--- src/rtl/sram_ctrl_pkg.sv ---
// Shared definitions for the SRAM access controller: state encoding,
// default SRAM geometry and the idle (inactive) strobe levels.
package sram_ctrl_pkg;

    localparam int SRAM_AW_DEFAULT = 20;

    localparam logic [1:0] ST_IDLE   = 2'd0;
    localparam logic [1:0] ST_ACCESS = 2'd1;
    localparam logic [1:0] ST_HOLD   = 2'd2;
    localparam logic [1:0] ST_DONE   = 2'd3;

    localparam logic       STROBE_OFF = 1'b1;
    localparam logic [3:0] BE_OFF     = 4'hF;

    // Any byte-address bit above the SRAM word range makes the access illegal.
    function automatic logic addr_out_of_range(input logic [31:0] addr, input int aw);
        return (addr >> (aw + 2)) != 32'd0;
    endfunction

endpackage

--- src/rtl/sram_ctrl_if.sv ---
// Pipeline-side request/response bus between the memory stage and sram_ctrl.
interface sram_ctrl_if;

    logic        req_i;
    logic        we_i;
    logic [31:0] addr_i;
    logic [3:0]  sel_i;
    logic [31:0] data_i;
    logic        tlbm_i;
    logic        tlbl_i;
    logic        tlbs_i;
    logic [31:0] data_o;
    logic        ack_o;
    logic        err_o;
    logic        stall_o;

    modport master (
        output req_i, we_i, addr_i, sel_i, data_i, tlbm_i, tlbl_i, tlbs_i,
        input  data_o, ack_o, err_o, stall_o
    );

    modport slave (
        input  req_i, we_i, addr_i, sel_i, data_i, tlbm_i, tlbl_i, tlbs_i,
        output data_o, ack_o, err_o, stall_o
    );

endinterface

--- src/rtl/sram_ctrl.sv ---
// Multi-cycle read/write controller for an asynchronous 32-bit SRAM that
// stalls the pipeline while an access is in flight; all SRAM pins are registered.
module sram_ctrl
    import sram_ctrl_pkg::*;
#(
    parameter int WAIT_CYCLES = 2,
    parameter int SRAM_AW     = SRAM_AW_DEFAULT
) (
    input  logic               clk,
    input  logic               rst,
    sram_ctrl_if.slave         bus,
    output logic [SRAM_AW-1:0] sram_addr_o,
    output logic [31:0]        sram_dq_o,
    input  logic [31:0]        sram_dq_i,
    output logic               sram_dq_oe,
    output logic               sram_ce_n,
    output logic               sram_oe_n,
    output logic               sram_we_n,
    output logic [3:0]         sram_be_n
);

    localparam int                CNT_W    = $clog2(WAIT_CYCLES + 1);
    localparam logic [CNT_W-1:0]  CNT_LAST = CNT_W'(WAIT_CYCLES - 1);

    logic [1:0]       r_state;
    logic [CNT_W-1:0] r_cnt;
    logic             r_we;
    logic [31:0]      r_data;
    logic             r_ack;
    logic             r_err;

    logic w_tlb_exc;
    logic w_start;
    logic w_oor;
    logic w_cnt_last;
    logic w_stall;

    assign w_tlb_exc  = bus.tlbm_i | bus.tlbl_i | bus.tlbs_i;
    assign w_start    = (r_state == ST_IDLE) && bus.req_i && !w_tlb_exc;
    assign w_oor      = addr_out_of_range(bus.addr_i, SRAM_AW);
    assign w_cnt_last = (r_cnt == CNT_LAST);

    // Strobes are updated on the same edge that moves the FSM, so each pin
    // already shows the level belonging to the state being entered.
    always_ff @(posedge clk) begin
        if (rst) begin
            r_state     <= ST_IDLE;
            r_cnt       <= '0;
            r_we        <= 1'b0;
            r_data      <= '0;
            r_ack       <= 1'b0;
            r_err       <= 1'b0;
            sram_addr_o <= '0;
            sram_dq_o   <= '0;
            sram_dq_oe  <= 1'b0;
            sram_ce_n   <= STROBE_OFF;
            sram_oe_n   <= STROBE_OFF;
            sram_we_n   <= STROBE_OFF;
            sram_be_n   <= BE_OFF;
        end else begin
            r_ack <= 1'b0;
            r_err <= 1'b0;
            case (r_state)
                ST_IDLE: begin
                    if (w_start) begin
                        r_we  <= bus.we_i;
                        r_cnt <= '0;
                        if (w_oor) begin
                            r_state <= ST_DONE;
                            r_ack   <= 1'b1;
                            r_err   <= 1'b1;
                            r_data  <= '0;
                        end else begin
                            r_state     <= ST_ACCESS;
                            sram_addr_o <= bus.addr_i[SRAM_AW+1:2];
                            sram_dq_o   <= bus.data_i;
                            sram_ce_n   <= 1'b0;
                            sram_be_n   <= ~bus.sel_i;
                            sram_oe_n   <= bus.we_i;
                            sram_we_n   <= ~bus.we_i;
                            sram_dq_oe  <= bus.we_i;
                        end
                    end
                end
                ST_ACCESS: begin
                    if (w_cnt_last) begin
                        if (r_we) begin
                            r_state   <= ST_HOLD;
                            sram_we_n <= STROBE_OFF;
                        end else begin
                            r_state    <= ST_DONE;
                            r_ack      <= 1'b1;
                            r_data     <= sram_dq_i;
                            sram_ce_n  <= STROBE_OFF;
                            sram_oe_n  <= STROBE_OFF;
                            sram_be_n  <= BE_OFF;
                            sram_dq_oe <= 1'b0;
                        end
                    end else begin
                        r_cnt <= r_cnt + 1'b1;
                    end
                end
                ST_HOLD: begin
                    r_state    <= ST_DONE;
                    r_ack      <= 1'b1;
                    sram_ce_n  <= STROBE_OFF;
                    sram_we_n  <= STROBE_OFF;
                    sram_be_n  <= BE_OFF;
                    sram_dq_oe <= 1'b0;
                end
                default: begin
                    r_state <= ST_IDLE;
                end
            endcase
        end
    end

    // Stall is combinational so the pipeline freezes in the request cycle itself.
    always_comb begin
        w_stall = 1'b0;
        case (r_state)
            ST_IDLE:           w_stall = bus.req_i & ~w_tlb_exc;
            ST_ACCESS, ST_HOLD: w_stall = 1'b1;
            default:           w_stall = 1'b0;
        endcase
    end

    assign bus.stall_o = w_stall & ~rst;
    assign bus.data_o  = r_data;
    assign bus.ack_o   = r_ack;
    assign bus.err_o   = r_err;

endmodule

--- src/flat_wrapper.sv ---
// flat-port wrapper written by rule: the top's interface ports become plain ports
module sram_ctrl_flat import sram_ctrl_pkg::*;
#(
    parameter int WAIT_CYCLES = 2,
    parameter int SRAM_AW     = SRAM_AW_DEFAULT
)
  (clk, rst, sram_addr_o, sram_dq_o, sram_dq_i, sram_dq_oe, sram_ce_n, sram_oe_n, sram_we_n, sram_be_n, bus_req_i, bus_we_i, bus_addr_i, bus_sel_i, bus_data_i, bus_tlbm_i, bus_tlbl_i, bus_tlbs_i, bus_data_o, bus_ack_o, bus_err_o, bus_stall_o);
  sram_ctrl_if bus_i ();
  input  logic clk;
  input  logic rst;
  output logic [SRAM_AW-1:0] sram_addr_o;
  output logic [31:0] sram_dq_o;
  input  logic [31:0] sram_dq_i;
  output logic sram_dq_oe;
  output logic sram_ce_n;
  output logic sram_oe_n;
  output logic sram_we_n;
  output logic [3:0] sram_be_n;
  input wire logic [$bits(bus_i.req_i)-1:0] bus_req_i;
  input wire logic [$bits(bus_i.we_i)-1:0] bus_we_i;
  input wire logic [$bits(bus_i.addr_i)-1:0] bus_addr_i;
  input wire logic [$bits(bus_i.sel_i)-1:0] bus_sel_i;
  input wire logic [$bits(bus_i.data_i)-1:0] bus_data_i;
  input wire logic [$bits(bus_i.tlbm_i)-1:0] bus_tlbm_i;
  input wire logic [$bits(bus_i.tlbl_i)-1:0] bus_tlbl_i;
  input wire logic [$bits(bus_i.tlbs_i)-1:0] bus_tlbs_i;
  output wire logic [$bits(bus_i.data_o)-1:0] bus_data_o;
  output wire logic [$bits(bus_i.ack_o)-1:0] bus_ack_o;
  output wire logic [$bits(bus_i.err_o)-1:0] bus_err_o;
  output wire logic [$bits(bus_i.stall_o)-1:0] bus_stall_o;
  assign bus_i.req_i = bus_req_i;
  assign bus_i.we_i = bus_we_i;
  assign bus_i.addr_i = bus_addr_i;
  assign bus_i.sel_i = bus_sel_i;
  assign bus_i.data_i = bus_data_i;
  assign bus_i.tlbm_i = bus_tlbm_i;
  assign bus_i.tlbl_i = bus_tlbl_i;
  assign bus_i.tlbs_i = bus_tlbs_i;
  assign bus_data_o = bus_i.data_o;
  assign bus_ack_o = bus_i.ack_o;
  assign bus_err_o = bus_i.err_o;
  assign bus_stall_o = bus_i.stall_o;
  sram_ctrl #(.WAIT_CYCLES(WAIT_CYCLES), .SRAM_AW(SRAM_AW)) u_core (.clk(clk), .rst(rst), .bus(bus_i), .sram_addr_o(sram_addr_o), .sram_dq_o(sram_dq_o), .sram_dq_i(sram_dq_i), .sram_dq_oe(sram_dq_oe), .sram_ce_n(sram_ce_n), .sram_oe_n(sram_oe_n), .sram_we_n(sram_we_n), .sram_be_n(sram_be_n));
endmodule
--- config.mk ---
export PLATFORM = sky130hd
export DESIGN_NAME = sram_ctrl_flat
export DESIGN_NICKNAME = d
export VERILOG_FILES = /design/src/rtl/sram_ctrl_pkg.sv /design/src/rtl/sram_ctrl_if.sv /design/src/rtl/sram_ctrl.sv /design/src/flat_wrapper.sv
export SDC_FILE = /design/constraint.sdc
export NUM_CORES = 1
export LEC_CHECK = 0
export CELL_PAD_IN_SITES_DETAIL_PLACEMENT = 2
export CELL_PAD_IN_SITES_GLOBAL_PLACEMENT = 2
export CORE_ASPECT_RATIO = 0.7
export CORE_UTILIZATION = 22
export CTS_CLUSTER_SIZE = 10
export DETAILED_ROUTE_END_ITERATION = 10
export PLACE_DENSITY = 0.9
export SLEW_MARGIN = 30
export SYNTH_ARGS = -nofsm -noshare
export SYNTH_HDL_FRONTEND = slang
export SYNTH_SLANG_ARGS = --single-unit
--- constraint.sdc ---
create_clock -name clk -period 2.52 [get_ports clk]
set_input_delay 0.378 -clock clk [delete_from_list [all_inputs] [get_ports clk]]
set_output_delay 0.378 -clock clk [all_outputs]
set_load 0.1 [all_outputs]
# Word-level counts from Yosys, hierarchy flattened
# Index checks and enable logic that the tools add are counted.
# W data, S select, Z words.
# totals
output_inout_bits	95
register_bits	99
input_bits	107
# classes
n_bitwise	10
reduce_logical	17
addsub	1
eq_ne	10
n_mux	40
# op_table
operator	n
$mux W32	4
$pmux W32 S2	1
$reduce_bool A32 Y1	1
$reduce_and A5 Y1	4
$mux W1	17
$mux W4	4
$pmux W1 S3	4
$pmux W4 S3	1
$mux W2	5
$ne A2 B1 Y1 const B	4
$ne A2 B2 Y1 const B	3
$pmux W2 S3	1
$reduce_and A3 Y1	2
$not A1 Y1	5
$eq A2 B1 Y1 const B	2
$not A4 Y4	1
$pmux W1 S2	2
$pmux W2 S2	1
$reduce_and A2 Y1	2
$reduce_or A2 Y1	2
$reduce_bool A3 Y1	1
$add A2 B1 Y2 const B	1
$and A1 B1 Y1	2
$eq A2 B2 Y1 const B	1
other kinds (5)	7

# Depth between registers and ports, before layout
# Gate-level depths: netlist of the first run.
# depth
word_depth	6
mapped_depth	10

# Worst setup path before layout of the first run
# No wires, ideal clock.
# synth_path
path_kind	input to output
from	in bus_tlbl_i
to	out bus_stall_o
arrival_ns	3.369
path_stages	5
path_buffers	1
slack_ns	-1.227
cell_sequence	or4b_4 > buf_6 > nor2_2 > nor2_1 > nor3_1
# synth_via
elab_chain_len	6
# synth_lines
item	line_no	source
start, declared	flat_wrapper.sv:25	input wire logic [$bits(bus_i.tlbl_i)-1:0] bus_tlbl_i;
$or A1 B1 Y1 (2 in series)	sram_ctrl.sv:38	assign w_tlb_exc = bus.tlbm_i | bus.tlbl_i | bus.tlbs_i;
$not A1 Y1	sram_ctrl.sv:122	ST_IDLE: w_stall = bus.req_i & ~w_tlb_exc;
$and A1 B1 Y1	sram_ctrl.sv:122	
$pmux W1 S2	sram_ctrl.sv:121	case (r_state)
$and A1 B1 Y1	sram_ctrl.sv:128	assign bus.stall_o = w_stall & ~rst;
end, declared	flat_wrapper.sv:30	output wire logic [$bits(bus_i.stall_o)-1:0] bus_stall_o;
# Every way passes these cells.

# Worst setup path in the final report of the first run
# Ends and elaborated chain as after synthesis.

==> results of run 1 <==
-- cells in the mapped netlist, types with 2 or more instances --
cell type	count	share of area
o21ai_0	3	0.0036
buf_6	6	0.016
buf_1	4	0.0036
a21oi_1	60	0.073
a22o_2	11	0.027
clkbuf_1	26	0.024
ha_1	5	0.015
inv_1	6	0.0054
nand4_1	2	0.0030
nor3_1	3	0.0036
dfxtp_1	99	0.48
nand2_1	109	0.099
mux2_2	4	0.011
mux2i_1	23	0.056
nand3b_1	21	0.038
nor4b_1	9	0.019
nor4_1	3	0.0045
a2111oi_0	5	0.011
nor2_1	12	0.011
a22o_1	3	0.0064
a211oi_1	6	0.011
nand2b_1	22	0.033
-- cells in the final DEF, fill, tap and decap left out, types with 2 or more instances in the layout --
| master | count |
|---|---|
| mux2_2 | 4 |
| a22o_1 | 3 |
| mux2i_1 | 23 |
| nor3_1 | 2 |
| inv_1 | 6 |
| buf_12 | 4 |
| nor4b_1 | 9 |
| ha_1 | 5 |
| dfxtp_1 | 99 |
| a22o_2 | 11 |
| a211oi_1 | 6 |
| nand2b_1 | 22 |
| a21oi_1 | 60 |
| nand2_1 | 109 |
| nand4_1 | 2 |
| nor4_1 | 3 |
| nand3b_1 | 21 |
| clkbuf_16 | 9 |
| clkdlybuf4s50_1 | 103 |
| bufinv_16 | 2 |
| nor2_1 | 12 |
| buf_4 | 109 |
| a2111oi_0 | 5 |
| o21ai_0 | 3 |
-- sequential cells by signal, indices dropped and copies added, names as in the netlist, 2 cells and up --
name and cells:
u_core.bus.data_o 32, u_core.sram_dq_o 32, u_core.r_cnt 2, u_core.sram_be_n 4, u_core.sram_addr_o 20, u_core.r_state 2
-- report_power, final --
group,internal [mW],total [mW],leakage [nW],switching (mW)
Clock,0.888,1.49,0.151,0.600
Sequential,1.63,1.68,0.799,0.0511
Combinational,0.510,1.51,1.61,1.01
Total,3.03,4.69,2.56,1.66
-- repair_timing --
action	in CTS	in global routing
buffers inserted	0	0
gates resized for setup	0	1
hold buffers	0	0
setup endpoints to repair	0	1
-- logic make-up (layout without fill, tap and decap cells) --
logic type	Yosys count	after routing	synth area share
buf+inv	44	236	0.0520
mux	27	27	0.0665
flops	99	99	0.479
simple gates	189	189	0.226
compound gates	100	100	0.161
fa+ha+maj	5	5	0.0151
-- cell type report --
class / count / area (µm²)
fill: 1979 / 11700
multi-input combinational: 321 / 1980
sequential: 99 / 1980
timing repair buffer: 216 / 1930
tap: 236 / 295
clock buffer: 10 / 239
clock inverter: 4 / 76.3
inverter: 6 / 22.5
-- through the flow --
stage / std cells / instance area (µm²) / setup TNS (ps) / worst slack, ps
final: 892 / 6530 / 0 / 96.8
after global routing: 892 / 6530 / 0 / 9.48
after CTS: 892 / 6510 / 0 / 59.1
after detailed placement: 878 / 6200 / -3120 / -254
after global placement: 878 / 6200 / -2920 / -229
after floorplan: 464 / 4150 / 0 / 13.5
-- routing by layer --
layer  routed length, µm  global-route usage  vias to the layer above
met3                1210              0.0559                        6
met1                6510               0.179                     2021
met4                  90              0.0336                        0
met5                   0                   0                        -
li1                    -                   -                     1975
met2                7670               0.296                      132
-- critical path: stages --
cell	delay (ps)
clkdlybuf4s50_1	440
or4b_4	590
nor2_4	170
nor2_1	90
nor3_4	170
buf_12	200
-- worst min path at each step --
| stage | startpoint | endpoint | slack [ps] | cells past startpoint |
|---|---|---|---|---|
| after floorplan | u_core.r_cnt[1] | u_core.r_cnt[1] | 440 | 2 |
| after global placement | u_core.sram_addr_o[7] | u_core.sram_addr_o[7] | 440 | 2 |
| after detailed placement | u_core.sram_dq_o[0] | u_core.sram_dq_o[0] | 450 | 2 |
| after CTS | rst | u_core.bus.err_o | 450 | 2 |
| after global routing | rst | u_core.bus.err_o | 470 | 2 |
| final | u_core.sram_dq_o[0] | u_core.sram_dq_o[0] | 460 | 2 |
==> impl_results.md, run 1 <==
- Outcome: finished, violations left
- Failing checks: DRC
- GRT Residual Overflow: 0
- Total Routing Usage GR: 0.160
- Final net count: 765
- Post-synth EDFFs: 0
- Final Cycle Share: 0.962
- Reg2reg setup slack: 390 ps
- Clock Latency Late Sink: 350 ps
- Clock sink total: 99
- Reg2reg path depth: 5
- Post-DP HPWL: 11800 µm
- Peak VDD IR: 0.298 mV
- Final slew viol count: 0
- Ant. Diodes: 0
- Max capacitance violation total: 0
- Share of layout cells above drive strength 1: 0.230
- RSZ-0062 raised after global routing: false
- Via count: 4134
- First-pass GRT wire length: 24100 µm
- CTS root buffer: clkbuf_16
- WL final: 15500 µm
- Clock Skews: 8.30 ps
- Syn Inst Count: 464
- Setup CP Type: in -> out
- Initial core utilization: 0.227
- CTS H-tree lvls: 3
- Layout area overhead: 57.8%
- Async S/R FF share, synth: 0
- Worst rel slew slack: 0.525
- Critical path peak fanout: 3
- Pin count of the biggest net entering global routing: 53
- Chip Width: 166 µm
- Mapped Nets: 576
- Initial antenna violation count: 0
- FF-to-FF End: u_core.bus.data_o[31]
- Cell Rows: 41
- Avg Cell Area, Syn: 8.91 µm²
- Port-buffer cells: 199
- GPL Wtd Cong: 0.774
- Synth unique cells: 44
- Vias in the first global route: 4532
- PD cells: 718 nW/µm²
- DR vias/cell: 4.63
- TritonCTS clock tree: yes
- Die span in y: 117 µm
- Synth Cell Area: 4140 µm²
- Yosys reg bits: 99
- Die area: 19400 µm²
- Worst setup startpoint: bus_tlbl_i
- Crit path time final: 2420 ps
- LEAKAGE: 2.56 nW
- Seq/Total Area, Yosys: 0.479
- Final Total Pwr: 4.69 mW
- CTS Buffer Depth: 2
- Pre-Repair DR Iteration Count: 7
- CP endpoint kind: output port
- Worst-path clk slew: 60 ps
- Arr. time, crit path: 2050 ps
- Class of the worst hold path: reg -> reg
- Worst Setup Start Kind: primary input
- Final Util: 0.358
- FMAX: 413 MHz
- Endpoints failing hold: 0
- Top_reg_cell synth: dfxtp_1
- # IOs: 202
- CTS Buf Count: 9
- Core area: 18200 µm²
- Syn. warnings: 0
- Routed Antenna Nets: 0
- Iter 0 DRT Violations: 202
- Drt drc: 17
- WL/cell: 17.4 µm
- Critical Path Sink: bus_stall_o
- Launch point of the worst reg-to-reg path: u_core.r_cnt[0]
- Worst EP required: 2140 ps
- Worst hold slack: 459 ps
- Setup violations, final: 0
- Worst slew pin tran: 713 ps
Note: power is estimated with default switching activity, not from simulation.
==> run 2, diff against run 1 <==
--- a/config.mk
+++ b/config.mk
@@ -6,4 +6,5 @@
 export NUM_CORES = 1
 export LEC_CHECK = 0
+export ABC_CLOCK_PERIOD_IN_PS = 2520
 export CELL_PAD_IN_SITES_DETAIL_PLACEMENT = 2
 export CELL_PAD_IN_SITES_GLOBAL_PLACEMENT = 2
==> constraint.sdc (replaced) <==
create_clock -name clk -period 2.52 [get_ports clk]
set_input_delay 0.63 -clock clk [delete_from_list [all_inputs] [get_ports clk]]
set_output_delay 0.63 -clock clk [all_outputs]
set_load 0.1 [all_outputs]
==> run 2 against run 1 <==
  * The run ends with DRC, setup timing left
  * Wire length is 1.4% higher
  * Sequential share of layout area decreased by 0.18 points
  * Final cell count increased by 0.90%
  * Maximum frequency down 5.2%
  * First-iteration DRC count shrank 0.50%
  * Register-to-register slack worse by 70 ps
  * Sequential power barely moved
  * Total power fell by 1.9%
  * Critical endpoint unchanged
  * Largest cell class is now buffers
==> impl_results.md, run 2 (synthesis results as in run 1) <==
- Cell Rows: 41 (unchanged)
- # hold bufs at CTS: 0 (unchanged)
- FMAX: 391 MHz (was 413 MHz)
- Outcome: finished, violations left (unchanged)
- Worst rel slew slack: 0.650 (was 0.525)
- Max capacitance violation total: 0 (unchanged)
- Pin count of the biggest net entering global routing: 87 (was 53)
- Total Routing Usage GR: 0.163 (was 0.160)
- Die span in y: 117 µm (unchanged)
- Worst hold slack: 458 ps (was 459 ps)
- WL final: 15700 µm (was 15500 µm)
- Placed inst area: 6280 µm² (was 6200 µm²)
- Peak VDD IR: 0.421 mV (was 0.298 mV)
- Placed cell count: 883 (was 878)
- Worst slew pin tran: 511 ps (was 713 ps)
- Class of the worst hold path: reg -> reg (unchanged)
- Post-route setup slack: -37.2 ps (was 96.8 ps)
- # IOs: 202 (unchanged)
- Chip Width: 166 µm (unchanged)
- CP endpoint kind: output port (unchanged)
- Die area: 19400 µm² (unchanged)
- WL met1: 6700 µm (was 6510 µm)
- Final Cycle Share: 1.01 (was 0.962)
- TritonCTS clock tree: yes (unchanged)
- Fin Setup TNS: -37.2 ps (was 0 ps)
- Non-Filler Instances: 900 (was 892)
- Setup violations, final: 1 (was 0)
- First-pass GRT wire length: 24700 µm (was 24100 µm)
- Iter 0 DRT Violations: 201 (was 202)
- Place WS: -420 ps (was -254 ps)
- Final Instance Area: 6570 µm² (was 6530 µm²)
- Endpoints failing hold: 0 (unchanged)
- Layout filler cell count: 2026 (was 1979)
- Critical path buffers and inverters: 2 (unchanged)
- PD cells: 700 nW/µm² (was 718 nW/µm²)
- Highest metal used: met4 (unchanged)
- Worst-path clk slew: 80 ps (was 60 ps)
- Initial antenna violation count: 0 (unchanged)
- Final net count: 771 (was 765)
- Setup CP Type: in -> out (unchanged)
- Ant. Diodes: 0 (unchanged)
- Drt drc: 17 (unchanged)
- CTS root buffer: clkbuf_16 (unchanged)
- RSZ-0062 raised after global routing: true (was false)
- Routed Antenna Nets: 0 (unchanged)
- Final Util: 0.361 (was 0.358)
- Most common cell after layout, fill and taps aside: buf_4
- GRT Residual Overflow: 0 (unchanged)
- Share of layout cells above drive strength 1: 0.247 (was 0.230)
- CP dominant cell by count: nor2_4
- Clock sink total: 99 (unchanged)
- Routed wl met3: 1130 µm (was 1210 µm)
- Layout area overhead: 58.7% (was 57.8%)
- GPL Wtd Cong: 0.791 (was 0.774)
- Worst Setup Start Kind: primary input (unchanged)
- Critical path cell sequence: buf_6, or4b_4, nor2_4, nor2_4, nor3_4, buf_12 (was clkdlybuf4s50_1, or4b_4, nor2_4, nor2_1, nor3_4, buf_12)
- WL/cell: 17.4 µm (about the same)
- Final Total Pwr: 4.60 mW (was 4.69 mW)
- Vias in the first global route: 4551 (was 4532)
- Arr. time, crit path: 1930 ps (was 2050 ps)
- Crit path time final: 2560 ps (was 2420 ps)
- CTS Buffer Depth: 2 (unchanged)
- CTS H-tree lvls: 3 (unchanged)
- Failing checks: DRC, setup timing (was DRC)
- Initial core utilization: 0.227 (unchanged)
- Clock Latency Late Sink: 350 ps (about the same)
- Worst EP required: 1890 ps (was 2140 ps)
- Critical path peak fanout: 2 (was 3)
- CP max stage cell: or4b_4 (unchanged)
- Final slew viol count: 0 (unchanged)
- Max incr delay on CP: 570 ps (was 590 ps)
- WL met2: 7730 µm (was 7670 µm)
- Port-buffer cells: 199 (unchanged)
- Via count: 4156 (was 4134)
- Pre-Repair DR Iteration Count: 7 (unchanged)
- Post-DP HPWL: 11700 µm (was 11800 µm)
- Core area: 18200 µm² (unchanged)
- DR vias/cell: 4.62 (was 4.63)
- Most frequent cells in the layout: buf_4, nand2_1, clkdlybuf4s50_1, dfxtp_1, a21oi_1 (was nand2_1, buf_4, clkdlybuf4s50_1)
- Top delay family on crit path: simple AND/OR/NAND/NOR gates (unchanged)
- LEAKAGE: 2.59 nW (was 2.56 nW)
- CTS Buf Count: 9 (unchanged)
- Clock Skews: 10.5 ps (was 8.30 ps)
## run 2: cell count changes in the layout (fill, tap and decap cells not counted), sizes merged
cell,delta
buf,+10
clkdlybuf4s50,-4
inv,+3
bufinv,-2
clkinv,+1
## run 2: metal layers
metal  vias to the layer above  global-route usage
met1                      2014               0.192
li1                       1990                   -
met2                       140               0.292
met4                         0              0.0380
met3                        12              0.0522
met5                         -                   0
## run 2: worst register-to-register path, stage by stage, from the launching register on
cell,delay (ps)
dfxtp_1,350
inv_1,100
ha_1,430
nand3b_1,290
nor2_1,370
a311oi_2,110
buf_12,180
a22o_2,260
## run 2: what timing repair did
item | CTS | global route
endpoints found under the setup margin | 6 | 5
buffers inserted | 1 | 0
pin swaps | 4 | 0
gates resized for setup | 18 | 2
## run 2: final cells by class
class,instances,area [µm²],share of cell area
clock buffers,10,229,0.0349
clock inverters,6,47.5,0.00724
inverters,6,22.5,0.00343
multi-input cells,321,1990,0.302
flip-flops and latches,99,1980,0.302
well taps,236,295,0.0450
repair buffers,222,2000,0.305
## run 2: power breakdown
part	total, mW	internal (mW)	switching [mW]
clock network	1.34	0.682	0.656
logic	1.57	0.559	1.01
registers	1.69	1.63	0.0561
## run 2: path summary, 6_finish.rpt
| kind | startpoint | to | slack [ps] | cells past startpoint |
|---|---|---|---|---|
| setup / recovery | bus_tlbm_i | bus_stall_o | -40 | 6 |
| hold / removal | u_core.sram_dq_o[15] | u_core.sram_dq_o[15] | 460 | 2 |
| setup reg to reg | u_core.r_state[1] | u_core.bus.data_o[17] | 320 | 7 |
| hold reg to reg | u_core.sram_dq_o[15] | u_core.sram_dq_o[15] | 460 | 2 |
